### config.mk
export PLATFORM = sky130hd
export DESIGN_NAME = interp_stream_port
export DESIGN_NICKNAME = d
export VERILOG_FILES = /design/src/rtl/interp_stream_port.sv
export SDC_FILE = /design/constraint.sdc
export NUM_CORES = 1
export LEC_CHECK = 0
export CORE_MARGIN = 5
export CORE_UTILIZATION = 55
export CTS_CLUSTER_SIZE = 40
export DETAILED_ROUTE_END_ITERATION = 8
export GPL_TIMING_DRIVEN = 0
export HOLD_SLACK_MARGIN = 0.02
export PLACE_DENSITY = 0.71
export RECOVER_POWER = 100
export SYNTH_ARGS = -nofsm -noshare
export SYNTH_HDL_FRONTEND = slang
export SYNTH_SLANG_ARGS = --single-unit
### constraint.sdc
create_clock -name clk -period 7.4 [get_ports clk]
set_input_delay 1.48 -clock clk [delete_from_list [all_inputs] [get_ports clk]]
set_output_delay 1.48 -clock clk [all_outputs]
set_load 0.03 [all_outputs]
### src/rtl/interp_stream_port.sv
// Byte-serial interpreter port: captures CPU loads while COM is set, buffers them,
// and streams each word out one byte per clk_out strobe.
module interp_stream_port #(
  parameter int DATA_W     = 32,
  parameter int FIFO_DEPTH = 8,
  parameter int STROBE_CYC = 4,
  parameter int MSB_FIRST  = 0,
  parameter int ACK_MODE   = 0
) (
  input  logic                          clk,
  input  logic                          reset,
  input  logic                          MemtoReg,
  input  logic                          COM,
  input  logic [DATA_W-1:0]             ReadData,
  input  logic                          ext_ack,
  output logic                          clk_out,
  output logic [7:0]                    ReadDataOut,
  output logic                          busy,
  output logic                          overflow,
  output logic [$clog2(FIFO_DEPTH):0]   fifo_level
);

  localparam int BYTES = DATA_W / 8;
  localparam int AW    = $clog2(FIFO_DEPTH);
  localparam int IW    = (BYTES > 1) ? $clog2(BYTES) : 1;
  localparam int CW    = (STROBE_CYC > 1) ? $clog2(STROBE_CYC) : 1;
  localparam logic [IW-1:0] LAST_IDX = IW'(BYTES - 1);
  localparam logic [CW-1:0] CNT_LD   = CW'(STROBE_CYC - 1);
  localparam logic [AW:0]   FULL_LVL = (AW+1)'(FIFO_DEPTH);

  typedef enum logic [1:0] {IDLE, SETUP, HIGH, LOW} state_t;

  state_t state, state_nxt;
  logic [CW-1:0] cnt, cnt_nxt;
  logic [IW-1:0] idx, idx_nxt, sel;
  logic [BYTES-1:0][7:0] word_q;
  logic [7:0] cur_byte;

  logic [DATA_W-1:0] mem [FIFO_DEPTH];
  logic [AW-1:0] wptr, rptr;
  logic push, full, push_ok, pop;

  // Fullness is judged on the pre-edge level, so a same-cycle pop never rescues a push.
  assign push    = COM && MemtoReg;
  assign full    = (fifo_level == FULL_LVL);
  assign push_ok = push && !full;

  always_ff @(posedge clk) begin
    if (push_ok) mem[wptr] <= ReadData;
  end

  always_ff @(posedge clk) begin
    if (reset) begin
      wptr       <= '0;
      rptr       <= '0;
      fifo_level <= '0;
      overflow   <= 1'b0;
    end else begin
      if (push_ok) wptr <= wptr + 1'b1;
      if (pop)     rptr <= rptr + 1'b1;
      fifo_level <= fifo_level + (AW+1)'(push_ok) - (AW+1)'(pop);
      if (push && full) overflow <= 1'b1;
    end
  end

  assign sel      = (MSB_FIRST != 0) ? LAST_IDX - idx : idx;
  assign cur_byte = word_q[sel];

  always_comb begin
    state_nxt = state;
    cnt_nxt   = cnt;
    idx_nxt   = idx;
    pop       = 1'b0;
    case (state)
      IDLE: begin
        if (fifo_level != '0) begin
          pop       = 1'b1;
          idx_nxt   = '0;
          state_nxt = SETUP;
        end
      end
      SETUP: begin
        state_nxt = HIGH;
        cnt_nxt   = CNT_LD;
      end
      HIGH: begin
        if (ACK_MODE != 0) begin
          if (ext_ack) begin
            state_nxt = LOW;
            cnt_nxt   = CNT_LD;
          end
        end else if (cnt == '0) begin
          state_nxt = LOW;
          cnt_nxt   = CNT_LD;
        end else begin
          cnt_nxt = cnt - 1'b1;
        end
      end
      LOW: begin
        if (cnt != '0) begin
          cnt_nxt = cnt - 1'b1;
        end else if (idx == LAST_IDX) begin
          state_nxt = IDLE;
        end else begin
          idx_nxt   = idx + 1'b1;
          state_nxt = SETUP;
        end
      end
      default: state_nxt = IDLE;
    endcase
  end

  // Outputs are registered from the current state, so the bus settles a cycle before the strobe rises.
  always_ff @(posedge clk) begin
    if (reset) begin
      state       <= IDLE;
      cnt         <= '0;
      idx         <= '0;
      word_q      <= '0;
      clk_out     <= 1'b0;
      ReadDataOut <= '0;
      busy        <= 1'b0;
    end else begin
      state   <= state_nxt;
      cnt     <= cnt_nxt;
      idx     <= idx_nxt;
      if (pop) word_q <= mem[rptr];
      clk_out <= (state == HIGH);
      if (state == SETUP) ReadDataOut <= cur_byte;
      busy    <= (state != IDLE) || (fifo_level != '0);
    end
  end

endmodule

==> key figures <==
Setup path
  – Setup crit end kind: flip-flop
  – Worst-path cell chain: dlygate4sd3_1 -> nand2_1 -> a21oi_1 -> inv_1 -> nor4_1 -> clkbuf_1 -> clkbuf_1 -> clkbuf_1
  – CP peak stage delay: 1.22 ns
  – Cell family with most CP delay: buffers and inverters
  – R2r startpoint: fifo_level[1]$_SDFF_PP0_
  – Crit path buf inv count: 5
  – Data arrival, critical path: 5.35 ns
  – Critical path origin: COM
  – Top cell by count, worst path: clkbuf_1
  – CP Class: in2reg
  – Startpoint Class: input port
  – Worst endpoint required time: 7.60 ns
  – Max FO, Critical Path: 7
  – Slowest CP cell: nor4_1

Global route
  – Grt ovf: 0
  – Initial antenna violation count: 0
  – GR Util All Layers: 0.218
  – First-pass GRT wire length: 43600 um
  – Pin count of the biggest net entering global routing: 25
  – Vias in the first global route: 7314

STA
  – Max Clock Skew: 0.00743 ns
  – Final Hold Fails: 0
  – Highest clock rate: 0.194 GHz
  – Min cycle time layout: 5.15 ns
  – Slew Limit Fails: 84
  – Setup ws final: 2.25 ns
  – Final worst-path cycle share: 0.696
  – Unrepaired setup endpoints after global routing: false
  – Setup TNS Final: 0 ns
  – Slew HR: -0.347
  – Final setup vio count: 0
  – Worst Tran Pin Value: 2.02 ns
  – Fin Hold WS: 0.469 ns

Clocking
  – CTS resizes: 0
  – Postcts setup bufs: 0
  – Clk buf depth: 3
  – Number of buffers created by CTS: 31
  – Root buf cell: clkbuf_16
  – CTS clk-pin slew, worst paths: 0.06 ns
  – Hold-fix buffers, CTS: 0
  – CTS tree: built
  – H-Tree Depth: 1
  – Clock sink count: 315
  – Clk_lat worst skew: 0.55 ns

Synth
  – EDFF count, synth: 256
  – Syn nets: 831
  – Unique masters post-synth: 44
  – Ys Warns: 0
  – Synth Flop Type: edfxtp_1
  – Async SR Flop Fraction: 0
  – Sequential share of the synthesized area: 0.696
  – Synth Cell Area: 0.0127 mm2
  – Seq cells post-synth: 315
  – Avg Cell Area, Syn: 16.4 um2
  – Cell count after synthesis: 779

Floorplan
  – Num ports: 52
  – Total core area: 0.0227 mm2
  – Initial Utilization: 0.561
  – Die extent in y: 162 um
  – Die Area: 0.0263 mm2
  – DIE WIDTH: 162 um
  – Cell row count: 55

Finish
  – # diodes: 0
  – Share of cells above drive strength 1: 0.145
  – Post-route cell area: 0.0146 mm2
  – Area grow syn2layout: 14.4%
  – Fill cell total of the finished layout: 1626
  – Fin cells: 1193
  – # nets final: 936
  – Final Util: 0.642

Power
  – Psw: 1.66 mW
  – Logic pwr share: 0.298
  – P_int: 3.64 mW
  – P per Cell Area: 363 mW/mm2
  – Clock Power Share: 0.286
  – Maximum VDD drop: 0.000202 V
  – Sequential power share: 0.416
  – Leakage power: 4.93 nW
  – Power Total: 5.29 mW
  – Switch share: 0.313

Drt
  – Routed WL: 28300 um
  – DR iter-0 viols: 697
  – Number of remaining DRC errors: 0
  – Via-to-Cell Ratio: 5.98
  – Routed WL per cell: 23.7 um
  – Via count: 7133
  – Total iterations of the first detailed-routing run: 5
  – ANT nets after route: 0

Run status
  – Failing checks: capacitance limit, slew limit
  – Status: finished, violations left

Placement
  – DP HPWL: 19100 um
  – Placement Setup Slack: 3.09 ns
  – Port Buffers: 49
  – Dpl cells: 1136
  – Post-place instance area: 0.0139 mm2
  – Routability cong.: 0.840

Hold path
  – Worst min-delay path class: reg2reg
  – Hold_sp: overflow$_SDFFE_PP0P_

Job
  – Max cap viols: 5
[power groups by stage]
stage | clock (mW) | sequential (mW) | combinational [mW]
3_3_place_gp | 0 | 2.23 | 1.57
4_1_cts | 1.54 | 2.20 | 1.64
5_1_grt | 1.61 | 2.22 | 1.71
2_1_floorplan | 0 | 2.24 | 1.17
6_report | 1.52 | 2.20 | 1.58
3_5_place_dp | 0 | 2.23 | 1.63
[path summary, 6_finish.rpt]
| path | end | slack [ns] | cells past startpoint |
|---|---|---|---|
| worst max-delay path | mem[0][10]$_DFFE_PP_ | 2.25 | 8 |
| worst min-delay path | overflow$_SDFFE_PP0P_ | 0.47 | 2 |
| worst max register to register | mem[0][10]$_DFFE_PP_ | 3.17 | 7 |
| worst min register to register | overflow$_SDFFE_PP0P_ | 0.47 | 2 |
[cells in the final DEF (no fill, tap or decap), drive strengths merged, types with 2 or more instances in the layout]
master | Yosys | final
edfxtp | 256 | 256
mux2i | 140 | 140
clkbuf | 11 | 80
a22oi | 64 | 64
dfxtp | 59 | 59
nor2 | 59 | 59
dlygate4sd3 | 0 | 48
a21oi | 39 | 39
nor3 | 37 | 37
buf | 36 | 35
ha | 14 | 14
inv | 14 | 14
nand2 | 10 | 10
mux4 | 8 | 8
clkinv | 0 | 8
nor2b | 5 | 5
nand2b | 4 | 4
xor2 | 3 | 3
xnor2 | 3 | 3
bufinv | 0 | 3
and2 | 2 | 2
or3b | 2 | 2
[cell usage after synthesis, types with 2 or more instances]
cell type	count	area, um2
buf_1	2	7.51
buf_8	3	45.0
and2_1	2	12.5
buf_2	14	70.1
buf_4	3	22.5
dfxtp_1	59	1180
nor3_1	5	25.0
nand2b_1	4	25.0
nor2b_1	5	31.3
mux4_2	8	180
nor3_2	32	320
xnor2_1	3	26.3
xor2_1	3	26.3
inv_1	13	48.8
a22oi_1	64	480
nor2_4	10	113
ha_1	14	175
nor2_2	18	113
clkbuf_1	10	37.5
nor2_1	31	116
a21oi_1	39	195
buf_12	7	140
buf_6	7	78.8
nand2_1	9	33.8
mux2i_1	140	1400
edfxtp_1	256	7690
[cell type report]
cell class                 count  area [um2]  share of cell area
clock inverter                12         130             0.00892
tap                          285         357              0.0245
inverter                      14        55.1             0.00377
multi-input combinational    403        3340               0.229
clock buffer                  45         848              0.0582
timing repair buffer          72         577              0.0396
buffer                        47         408              0.0280
sequential                   315        8870               0.608
[registers in the layout, indices dropped and copies added (netlist names)]
register and flops:
wptr 3, busy 1, fifo_level 4, cnt 2, mem 256, rptr 3
idx 2, state 2, overflow 1, ReadDataOut 8, word_q 32, clk_out 1
[metal layers]
| layer | global-route usage | share of wire | vias to the layer above |
|---|---|---|---|
| met2 | 0.346 | 0.47 | 278 |
| met1 | 0.312 | 0.43 | 3582 |
| li1 | - | - | 3210 |
| met3 | 0.0340 | 0.066 | 63 |
| met5 | 0 | 0 | - |
| met4 | 0.0727 | 0.030 | 0 |
[worst reg2reg max path, cell delays in order (launching register included)]
cell and delay, ns:
dfxtp_1 0.48, nor2_1 0.13, a21oi_1 0.37, inv_1 0.21, nor4_1 1.22, clkbuf_1 0.55, clkbuf_1 0.51, clkbuf_1 0.42
[cells by family after synthesis]
| group | after synthesis | share of synthesized area |
|---|---|---|
| buffers and inverters | 61 | 0.0364 |
| flip-flops | 315 | 0.696 |
| multiplexers | 148 | 0.124 |
| AND/OR/NAND/NOR | 123 | 0.0663 |
| AO/OA/AOI/OAI | 111 | 0.0581 |
| adder cells (fa/ha/maj) | 15 | 0.0153 |
| XOR/XNOR | 6 | 0.00412 |
Power figures use the tool's default switching activity.
